[src/rtl/matmul_host_sequencer.sv]
// Host-side initiator for the matrix accelerator: streams a buffered X operand
// vector over the load interface, then collects result words until finish.
module matmul_host_sequencer #(
  parameter int unsigned X_DEPTH = 32,
  parameter int unsigned X_AW    = 5,
  parameter int unsigned R_DEPTH = 16,
  parameter int unsigned R_AW    = 4,
  parameter int unsigned TIMEOUT = 4096
) (
  input  logic              clk,
  input  logic              rst,
  input  logic              cmd_go,
  input  logic              x_wr_en,
  input  logic [X_AW-1:0]   x_wr_addr,
  input  logic [7:0]        x_wr_data,
  input  logic [R_AW-1:0]   res_rd_addr,
  output logic [31:0]       res_rd_data,
  output logic [R_AW:0]     res_count,
  output logic              busy,
  output logic              done,
  output logic              err_timeout,
  output logic              err_overflow,
  output logic              start_in,
  output logic              valid_input,
  output logic [7:0]        X_load,
  output logic              cs_n,
  input  logic              ry,
  input  logic [31:0]       read_data,
  input  logic              finish
);

  localparam int unsigned RCW = R_AW + 1;
  localparam int unsigned TW  = (TIMEOUT > 1) ? $clog2(TIMEOUT) : 1;

  typedef enum logic [2:0] {
    S_IDLE,
    S_START,
    S_LOAD,
    S_COLLECT,
    S_DONE
  } state_t;

  state_t state, next_state;

  logic [7:0]  xbuf [X_DEPTH];
  logic [31:0] rbuf [R_DEPTH];

  logic [X_AW-1:0] idx, idx_d;
  logic [TW-1:0]   tcnt, tcnt_d;
  logic [RCW-1:0]  res_count_d;
  logic            err_timeout_d, err_overflow_d;
  logic            start_in_d, valid_input_d, cs_n_d, busy_d, done_d;
  logic [7:0]      x_load_d;
  logic            rbuf_we_c;
  logic [R_AW-1:0] rbuf_waddr_c;

  // State register
  always_ff @(posedge clk) begin
    if (rst) state <= S_IDLE;
    else     state <= next_state;
  end

  // Next-state logic
  always_comb begin
    next_state = state;
    case (state)
      S_IDLE:    if (cmd_go) next_state = S_START;
      S_START:   next_state = S_LOAD;
      S_LOAD:    if (idx == X_AW'(X_DEPTH - 1)) next_state = S_COLLECT;
      S_COLLECT: if (finish || (tcnt == TW'(TIMEOUT - 1))) next_state = S_DONE;
      S_DONE:    next_state = S_IDLE;
      default:   next_state = S_IDLE;
    endcase
  end

  // Output/datapath next values; outputs follow the state being entered
  always_comb begin
    idx_d          = idx;
    tcnt_d         = tcnt;
    res_count_d    = res_count;
    err_timeout_d  = err_timeout;
    err_overflow_d = err_overflow;
    x_load_d       = X_load;
    rbuf_we_c      = 1'b0;
    rbuf_waddr_c   = res_count[R_AW-1:0];

    case (state)
      S_IDLE: begin
        if (cmd_go) begin
          res_count_d    = '0;
          err_timeout_d  = 1'b0;
          err_overflow_d = 1'b0;
        end
      end
      S_START: idx_d = '0;
      S_LOAD: begin
        if (idx != X_AW'(X_DEPTH - 1)) idx_d = idx + X_AW'(1);
        tcnt_d = '0;
      end
      S_COLLECT: begin
        tcnt_d = tcnt + TW'(1);
        if (ry) begin
          if (res_count < RCW'(R_DEPTH)) begin
            rbuf_we_c   = 1'b1;
            res_count_d = res_count + RCW'(1);
          end else begin
            err_overflow_d = 1'b1;
          end
        end
        if (!finish && (tcnt == TW'(TIMEOUT - 1))) err_timeout_d = 1'b1;
      end
      default: ;
    endcase

    if (next_state == S_LOAD) x_load_d = xbuf[idx_d];

    start_in_d    = (next_state == S_START);
    valid_input_d = (next_state == S_LOAD);
    cs_n_d        = (next_state != S_COLLECT);
    busy_d        = (next_state != S_IDLE);
    done_d        = (next_state == S_DONE);
  end

  always_ff @(posedge clk) begin
    if (rst) begin
      idx          <= '0;
      tcnt         <= '0;
      res_count    <= '0;
      err_timeout  <= 1'b0;
      err_overflow <= 1'b0;
      start_in     <= 1'b0;
      valid_input  <= 1'b0;
      X_load       <= '0;
      cs_n         <= 1'b1;
      busy         <= 1'b0;
      done         <= 1'b0;
    end else begin
      idx          <= idx_d;
      tcnt         <= tcnt_d;
      res_count    <= res_count_d;
      err_timeout  <= err_timeout_d;
      err_overflow <= err_overflow_d;
      start_in     <= start_in_d;
      valid_input  <= valid_input_d;
      X_load       <= x_load_d;
      cs_n         <= cs_n_d;
      busy         <= busy_d;
      done         <= done_d;
    end
  end

  // X operand buffer: host writes only land while idle
  always_ff @(posedge clk) begin
    if (x_wr_en && (state == S_IDLE)) xbuf[x_wr_addr] <= x_wr_data;
  end

  always_ff @(posedge clk) begin
    if (rbuf_we_c) rbuf[rbuf_waddr_c] <= read_data;
  end

  always_ff @(posedge clk) begin
    if (rst) res_rd_data <= '0;
    else     res_rd_data <= rbuf[res_rd_addr];
  end

endmodule

[config.mk]
export PLATFORM = sky130hd
export DESIGN_NAME = matmul_host_sequencer
export DESIGN_NICKNAME = d
export VERILOG_FILES = /design/src/rtl/matmul_host_sequencer.sv
export SDC_FILE = /design/constraint.sdc
export NUM_CORES = 1
export LEC_CHECK = 0
export ABC_AREA = 1
export BUFFER_PORTS_ARGS = -buffer_cell sky130_fd_sc_hd__buf_2
export CAP_MARGIN = 25
export CORE_ASPECT_RATIO = 0.7
export CORE_MARGIN = 2
export CORE_UTILIZATION = 40
export CTS_CLUSTER_SIZE = 14
export DETAILED_ROUTE_END_ITERATION = 8
export GPL_ROUTABILITY_DRIVEN = 1
export SLEW_MARGIN = 5
export SYNTH_ARGS = -nofsm -noshare
export SYNTH_HDL_FRONTEND = slang
export SYNTH_SLANG_ARGS = --single-unit
[constraint.sdc]
create_clock -name clk -period 3.05 [get_ports clk]
set_input_delay 0.61 -clock clk [delete_from_list [all_inputs] [get_ports clk]]
set_output_delay 0.61 -clock clk [all_outputs]
set_load 0.01 [all_outputs]
==> reports/results.ini, run 1 <==
[die]
initial_core_util_pct=40.6
ios=107
die_w_um=350
coreArea_mm2=0.0828
die_h_um=247
dieArea_mm2=0.0864
row_count=88

[timing]
setup_violations=0
max-slew-margin-rel_pct=38.5
hold_ws_ps=297
hold_viol=0
rsz0062_at_grt=no
fin_setup_tns_ps=0
max_freq_mhz=357
period_needed_ps=2800
tightest_slew_ps=923
min_period_over_period_pct=91.8
final_max_slew_viol_count=0
finClkSkew_ps=27.1

[critical_path]
critPathMostFrequentCell=nand3_1
cp_slowest_cell=nand3_4
r2r_cells=12
cp.required_ps=3560
timing.rr.start=idx[0]$_SDFF_PP0_
cp_max_fo=61
critPathKind=flop to flop
cp-end-kind=flop
endpoint=X_load[6]$_SDFFE_PP0N_
worstPathArrival_ps=3310
cp_cell_sequence=ha_1 -> nand4_2 -> nand3_4 -> nand2_4 -> buf_12 -> nand2_1 -> nand3_1 -> nand3_1 -> nand3_1 -> nand3_1 -> nand3_1 -> a21oi_1
rrSetupSlack_ps=250
worstSetupStartpointType=flop
worstSetupStartpoint=idx[0]$_SDFF_PP0_
timing.rr.end=X_load[6]$_SDFFE_PP0N_
cpPeakStageDelay_ps=350

[clock_network]
htree_levels=3
clockRootBuffer=clkbuf_16
cts.path.max_buffers=3
cts_hold_buf=0
insertion_delay_ps=630
cts.repair.resized=0
clk_pin_slew_ps=60
cts_buffers=80
cts_setup_buffers=0
cts_sinks=840
tritoncts=done

[synthesis]
synth_cell_types=42
synth_edf_count=768
synth_top_cell_area_share_pct=68.6
ys_ff_latch=840
syn-num-nets=2753
syn_avg_cell_area_um2=12.5
ys_warn_count=0
synth_top_cell_by_area=edfxtp_1
synth-async-reset-ratio_pct=0
synthFlopType=edfxtp_1
synth_area_leaders=edfxtp_1 (69%), nand3_1 (4.8%), dfxtp_1 (4.3%)
ys_seq_area_share_pct=72.9
netlist_instances=2692
syn_area_mm2=0.0336

[cells_and_area]
drive_above_1_share_pct=10.8
layout_common_cells=edfxtp_1 (768), nand3_1 (324), nor2_1 (317), o21ai_0 (264), nand2_1 (206)
nFillCells=7373
syn2layout_area_growth_pct=13.7
nets=2823
final_common_cell=edfxtp_1

[grt]
antenna_found_initial=4
grt_pass1_vias=21173
grt.overflow.total=0
grt_max_degree=111
grt_pass1_wl_mm=131
track_usage_pct=20.1

[routing]
firstDrtPassIters=8
routed_wl_mm=87.3
ant_nets=0
routed-via-count=21823
via_per_inst=5.52
drc=0
routedWlPerCell_um=22.1
drt_iter0_markers=2352

[place]
port_buffers=106
post-dp-hpwl_mm=47.5
routabilityCongestion=0.843

[pwr]
vdd_drop_max_mv=0.416
pwr_density_cell_mw_per_mm2=625
p_leak_uw=0.0130

[job]
max_cap_violations=0

[outcome]
outcome=finished, final reports clean

[min_path]
hp-class=input port to flop

critical path: cells and delay by family, from the launching register on:
family | cells | cell delay, ps
fa+ha+maj | 1 | 250
simple gates | 9 | 1690
buf+inv | 1 | 270
compound gates | 1 | 70
flops | 1 | 330
cell usage after synthesis (2+ instances only):
library cell and n:
a31oi_1 2, nor3_1 3, nand2_1 207, inv_1 196, ha_1 6, o211ai_1 34, inv_2 7, a21oi_1 59
nor2_1 333, xor2_1 2, nand2_2 3, o21a_1 2, buf_4 5, nand3_2 2, o21ai_0 264, buf_2 40
dfxtp_1 72, edfxtp_1 768, nand4_1 5, o22ai_1 34, nand3b_1 82, buf_1 5, nand3_1 324, buf_6 11
clkbuf_1 113, clkinv_1 2, o221ai_1 94, a211oi_1 3
where the power goes:
part | total [µW] | switching, µW | internal, µW
sequential | 12700 | 53.8 | 12600
clock | 9470 | 4170 | 5300
combinational | 1700 | 1220 | 480
total | 23900 | 5440 | 18400
flip-flops by register name, summed over array words and instances (netlist names), 3 cells and up:
signal / count
rbuf: 512
xbuf: 256
res_rd_data: 32
tcnt: 12
X_load: 8
idx: 5
res_count: 5
state: 3
layout make-up:
cell class	instances	area (µm²)	area share (%)
Antenna cell	2	5.00	0.0131
Clock buffer	118	2250	5.88
Clock inverter	27	236	0.619
Inverter	205	776	2.03
Multi-Input combinational cell	1473	7670	20.1
Sequential cell	840	24500	64.2
Tap cell	1125	1410	3.69
Timing Repair Buffer	162	1350	3.53
metal layers:
| metal | vias up | part of all wire [%] | global-route usage [%] |
|---|---|---|---|
| li1 | 9935 | - | - |
| met1 | 10909 | 46 | 29.6 |
| met2 | 840 | 44 | 30.3 |
| met3 | 137 | 7.6 | 4.11 |
| met4 | 2 | 2.0 | 5.11 |
| met5 | - | 0.0080 | 0 |
through the flow:
stage | instances | area, µm² | power [µW] | worst slack (ps) | utilization [%]
after floorplan | 2692 | 33600 | 13900 | 215 | -
after global placement | 3805 | 35700 | 14600 | 442 | 43.1
after detailed placement | 3805 | 35700 | 14600 | 367 | 43.1
after CTS | 3950 | 38200 | 24000 | 356 | 46.1
after global routing | 3952 | 38200 | 24600 | 98.0 | 46.1
final | 3952 | 38200 | 23900 | 250 | 46.1
cells by family (layout without fill, tap and decap cells):
group / after synthesis / after routing / share of synthesized area [%]
xor+xnor: 3 / 3 / 0.0782
compound gates: 498 / 498 / 8.95
simple gates: 966 / 966 / 13.2
other cells: 0 / 2 / 0
fa+ha+maj: 6 / 6 / 0.223
flops: 840 / 840 / 72.9
buf+inv: 379 / 512 / 4.68
worst min-delay path by stage:
stage                     slack, ps                         to  depth (start not counted)                startpoint
after floorplan                 440      tcnt[11]$_SDFFE_PP0P_                          2     tcnt[11]$_SDFFE_PP0P_
after global placement          470   err_timeout$_SDFFE_PP0P_                          2  err_timeout$_SDFFE_PP0P_
after detailed placement        470   err_timeout$_SDFFE_PP0P_                          2  err_timeout$_SDFFE_PP0P_
after CTS                       260  err_overflow$_SDFFE_PP0P_                          3                        ry
after global routing            290  err_overflow$_SDFFE_PP0P_                          3                        ry
final                           300  err_overflow$_SDFFE_PP0P_                          3                        ry
Note: power is estimated with default switching activity, not from simulation.
==> run 2: changes to the inputs <==
--- a/config.mk
+++ b/config.mk
@@ -14,7 +14,8 @@
 export CTS_CLUSTER_SIZE = 14
 export DETAILED_ROUTE_END_ITERATION = 8
 export GPL_ROUTABILITY_DRIVEN = 1
-export SLEW_MARGIN = 5
+export SETUP_SLACK_MARGIN = 0.4
+export SLEW_MARGIN = 30
 export SYNTH_ARGS = -nofsm -noshare
 export SYNTH_HDL_FRONTEND = slang
 export SYNTH_SLANG_ARGS = --single-unit
==> run 2 against run 1 <==
Net effect:
- total power is 1.8% higher
- final cell count is 0.51% higher
- combinational power is 6% higher
- clock-buffer cell count is 6 lower
- setup slack better by 130 ps
- cell area is 1.1% higher
- sequential share of layout area is 0.70 points lower
- die area stayed put
- register-to-register slack better by 130 ps
- global-route usage is 0.26 points higher
- core utilization is 0.51 points higher
- routed wire length is 2.5% higher
==> reports/results.ini, run 2 (synthesized netlist as in run 1, its figures left out) <==
[place]
port_buffers=106
post-dp-hpwl_mm=49.0
routabilityCongestion=0.865
place_inst=3808
pre_cts_ws_ps=265

[timing]
period_needed_ps=2670
fin_setup_tns_ps=0
hold_viol=0
rsz0062_at_grt=yes
setup_violations=0
finClkSkew_ps=24.2
max_freq_mhz=375
max-slew-margin-rel_pct=37.5
hold_ws_ps=289
tightest_slew_ps=937
final_max_slew_viol_count=0
min_period_over_period_pct=87.4
setup_ws_ps=385

[cells_and_area]
ff_latch_area_mm2=0.0245
largest_reg_flops=512
top_regs=rbuf (512), xbuf (256), res_rd_data (32)
nFillCells=7327
syn2layout_area_growth_pct=14.9
layout_common_cells=edfxtp_1 (768), nand3_1 (324), nor2_1 (295), o21ai_0 (264), nand2_1 (206)
final_common_cell=edfxtp_1
multi_input_area_mm2=0.00778
drive_above_1_share_pct=12.5
regMostFlops=rbuf
nets=2837
final_cells=3972

[routing]
routed_wl_mm=89.4
via_per_inst=5.59
ant_nets=0
met3WireLength_mm=7.78
firstDrtPassIters=6
routed-via-count=22219
drt-met1-wl_mm=41.7
wl_met2_mm=38.3
drt_iter0_markers=2607
routedWlPerCell_um=22.5
drc=0
highest_layer=met5

[grt]
grt_max_degree=133
track_usage_pct=20.3
grt_pass1_wl_mm=133
grt.overflow.total=0
grt_pass1_vias=21284
antenna_found_initial=5

[die]
coreArea_mm2=0.0828
initial_core_util_pct=40.6
dieArea_mm2=0.0864
ios=107
die_w_um=350
die_h_um=247
row_count=88

[critical_path]
cp-end-kind=flop
timing.rr.start=state[1]$_SDFF_PP0_
worstSetupStartpointType=flop
cp.required_ps=3300
critPathKind=flop to flop
worstPathArrival_ps=2920
rrSetupSlack_ps=380
timing.rr.end=xbuf[19][6]$_DFFE_PP_
r2r_cells=7
cp_max_fo=8

[clock_network]
clk_pin_slew_ps=60
htree_levels=3
insertion_delay_ps=630
cts.path.max_buffers=3
cts_buffers=81
cts_hold_buf=0
tritoncts=done
cts_sinks=840
clockRootBuffer=clkbuf_16

[job]
max_cap_violations=0

[min_path]
holdPathStages=3
holdPathEnd=err_overflow$_SDFFE_PP0P_
min_from=ry
hp-class=input port to flop

[pwr]
pwr_density_cell_mw_per_mm2=629
vdd_drop_max_mv=0.430
p_leak_uw=0.0132

[outcome]
outcome=finished, final reports clean

==> run 2: cell types whose count changed in the layout (fill, tap and decap cells not counted), moves of 2 or more <==
cell        delta
nor2_2        +15
clkbuf_1       -6
clkinv_2       +6
clkinvlp_4     +6
buf_16         +3
nor2_1        -22
clkbuf_16      +2
buf_6          +2
clkinv_1       -3
nor2_4         +7
buf_4          +5
==> run 2: per-layer routing <==
layer | vias to the layer above | track usage (%)
met1 | 11145 | 31.2
met2 | 987 | 29.1
li1 | 9959 | -
met3 | 124 | 4.12
met5 | - | 0
met4 | 4 | 5.45
==> run 2: critical path, stage by stage (launching register included) <==
cell and delay [ps]:
dfxtp_1 340, nor2_1 240, nand2_1 130, inv_1 200, nand2_1 210, nor2_1 260, nand3_1 310, nor2_2 610
==> run 2: worst max-delay path by stage <==
stage	startpoint	endpoint	depth (start not counted)
after CTS	state[1]$_SDFF_PP0_	xbuf[19][4]$_DFFE_PP_	7
after floorplan	state[1]$_SDFF_PP0_	rbuf[11][0]$_DFFE_PP_	6
final	state[1]$_SDFF_PP0_	xbuf[19][6]$_DFFE_PP_	7
after global placement	state[1]$_SDFF_PP0_	xbuf[19][5]$_DFFE_PP_	7
after detailed placement	state[1]$_SDFF_PP0_	xbuf[19][5]$_DFFE_PP_	7
after global routing	state[1]$_SDFF_PP0_	xbuf[10][7]$_DFFE_PP_	7
==> run 2: what timing repair did <==
| item | CTS | global route |
|---|---|---|
| buffers inserted | 0 | 7 |
| endpoints found under the setup margin | 69 | 232 |
| pin swaps | 0 | 3 |
| resized for setup | 6 | 29 |
| cloned | 0 | 3 |
==> run 2: where the power goes <==
part           internal, µW  switching [µW]
registers             12600            57.2
clock network          5430            4360
logic                   526            1280
==> run 2: per-stage QoR <==
step | total power, µW | area, µm² | utilization, %
floorplan | 13900 | 33600 | -
global placement | 14600 | 35700 | 43.2
detailed placement | 14600 | 35700 | 43.2
CTS | 24400 | 38300 | 46.3
global route | 25100 | 38600 | 46.6
finish | 24300 | 38600 | 46.6
==> run 2: area by class of cell <==
| cell class | instances | area share, % |
|---|---|---|
| inverter | 205 | 2.01 |
| timing repair buffer | 174 | 3.99 |
| multi-input combinational | 1474 | 20.1 |
| antenna | 3 | 0.0194 |
| clock inverter | 39 | 0.975 |
| sequential | 840 | 63.5 |
| tap | 1125 | 3.65 |
| clock buffer | 112 | 5.76 |
==> run 3: changes to the inputs <==
--- a/config.mk
+++ b/config.mk
@@ -6,14 +6,15 @@
 export NUM_CORES = 1
 export LEC_CHECK = 0
 export ABC_AREA = 1
-export BUFFER_PORTS_ARGS = -buffer_cell sky130_fd_sc_hd__buf_2
 export CAP_MARGIN = 25
 export CORE_ASPECT_RATIO = 0.7
 export CORE_MARGIN = 2
 export CORE_UTILIZATION = 40
 export CTS_CLUSTER_SIZE = 14
 export DETAILED_ROUTE_END_ITERATION = 8
+export DONT_BUFFER_PORTS = 1
 export GPL_ROUTABILITY_DRIVEN = 1
+export RECOVER_POWER = 100
 export SETUP_SLACK_MARGIN = 0.4
 export SLEW_MARGIN = 30
 export SYNTH_ARGS = -nofsm -noshare
==> run 3 against run 2 <==
Net effect:
- maximum frequency is 1.6% lower
- cell area is 1.9% lower
- sequential share of layout area is 1.2 points higher
- flip-flop and latch count stayed put
- final cell count is 2.3% lower
- total power is 0.38% higher
- first-iteration DRC count is 1.2% lower
- die area stayed put
- clock skew is 7.9 ps lower
- core utilization is 0.89 points lower
- combinational power is 27% lower
- clock-buffer cell count is 1 higher
- critical path type unchanged
- critical endpoint is now X_load[2]$_SDFFE_PP0N_
- largest cell class unchanged
==> reports/results.ini, run 3 (synthesized netlist as in run 1, its figures left out) <==
[outcome]
outcome=finished, final reports clean

[critical_path]
cpPeakStageDelay_ps=410
critPathMostFrequentCell=nand3_1
cp.required_ps=3580
worstSetupStartpointType=flop
cp_max_fo=60
cp_cell_sequence=nand2_4 -> nor2_1 -> nand2_2 -> nand2_4 -> buf_16 -> nand3_1 -> nand3_1 -> nand3_1 -> nand3_1 -> nand3_2 -> nand3_1 -> a21oi_1
worstPathArrival_ps=3240
critPathKind=flop to flop
cp-end-kind=flop
cp_slowest_cell=nor2_1

[cells_and_area]
final_common_cell=edfxtp_1
top_regs=rbuf (512), xbuf (256), res_rd_data (32)
final_cells=3881
fin_util_pct=45.8
syn2layout_area_growth_pct=12.7
antennaDiodeCount=0
regMostFlops=rbuf
nets=2751
layout_common_cells=edfxtp_1 (768), nor2_1 (321), nand3_1 (320), o21ai_0 (265), nand2_1 (206)
largest_reg_flops=512
drive_above_1_share_pct=7.69

[min_path]
hp-class=input port to flop

[clock_network]
cts.path.max_buffers=3
cts_buffers=83
cts_hold_buf=0
cts_sinks=840
tritoncts=done
insertion_delay_ps=640
clockRootBuffer=clkbuf_16
clk_pin_slew_ps=60
htree_levels=3

[timing]
rsz0062_at_grt=yes
setup_ws_ps=341
period_needed_ps=2710
finClkSkew_ps=16.3
min_period_over_period_pct=88.8
max-slew-margin-rel_pct=6.60
setup_violations=0
final_max_slew_viol_count=0
fin_setup_tns_ps=0
hold_viol=0
tightest_slew_ps=1390
max_freq_mhz=369

[die]
dieArea_mm2=0.0864
ios=107
initial_core_util_pct=40.6
coreArea_mm2=0.0828
die_w_um=350
die_h_um=247
row_count=88

[routing]
ant_nets=0
drt_iter0_markers=2576
drt-met1-wl_mm=39.9
via_per_inst=5.59
routedWlPerCell_um=22.7
routed-via-count=21697
met3WireLength_mm=8.13
highest_layer=met4
routed_wl_mm=88.3
wl_met2_mm=38.3
firstDrtPassIters=6
drc=0

[grt]
track_usage_pct=20.1
grt_pass1_wl_mm=132
grt_max_degree=258
antenna_found_initial=2
grt_pass1_vias=20992
grt.overflow.total=0

[place]
port_buffers=0
place_inst=3719
pre_cts_ws_ps=406
routabilityCongestion=0.835
post-dp-hpwl_mm=47.0

[pwr]
vdd_drop_max_mv=0.394
p_leak_uw=0.0127
pwr_density_cell_mw_per_mm2=644

[job]
max_cap_violations=0

[run 3: per-stage QoR]
step	hold slack (ps)	area, µm²	total power (µW)
6_report	49.5	37900	24400
5_1_grt	14.6	37900	25100
2_1_floorplan	445	33600	13900
3_5_place_dp	477	35200	14300
3_3_place_gp	467	35200	14200
4_1_cts	13.8	38000	24500
[run 3: path summary, 6_finish.rpt]
path / startpoint / end / slack [ps] / depth (start not counted)
setup reg to reg: state[1]$_SDFF_PP0_ / X_load[2]$_SDFFE_PP0N_ / 340 / 12
setup / recovery: state[1]$_SDFF_PP0_ / X_load[2]$_SDFFE_PP0N_ / 340 / 12
hold / removal: rst / start_in$_SDFF_PP0_ / 50 / 1
hold reg to reg: tcnt[4]$_SDFFE_PP0P_ / tcnt[4]$_SDFFE_PP0P_ / 490 / 2
[run 3: routing by layer]
metal  vias up  track usage (%)
met5         -                0
met4         0             5.35
met3       146             4.08
met2       934             29.5
met1     10836             30.3
li1       9781                -
[run 3: cell type report]
| type | instances | area, µm² |
|---|---|---|
| timing repair buffer | 86 | 785 |
| fill | 7397 | 44900 |
| tap | 1125 | 1410 |
| clock inverter | 38 | 377 |
| multi-input combinational | 1474 | 7670 |
| sequential | 840 | 24500 |
| inverter | 205 | 778 |
| clock buffer | 113 | 2360 |
[run 3: critical path: cells and delay by family (launching register included)]
kind / cells / cell delay, ps
flip-flops: 1 / 380
AND/OR/NAND/NOR: 10 / 1790
AO/OA/AOI/OAI: 1 / 70
buffers and inverters: 1 / 270
[run 3: repair_timing]
item / 4_1_cts / 5_1_grt
pin swaps: 0 / 2
gates resized for setup: 1 / 11
setup endpoints to repair: 1 / 13
setup buffers: 0 / 7
endpoints found under the hold margin: 0 / 0
gates cloned: 0 / 4
[run 3: power breakdown]
group / total, µW / switching, µW / internal [µW]
Combinational: 1330 / 909 / 418
Sequential: 12700 / 90.7 / 12600
Clock: 10300 / 4360 / 5960
Total: 24400 / 5360 / 19000
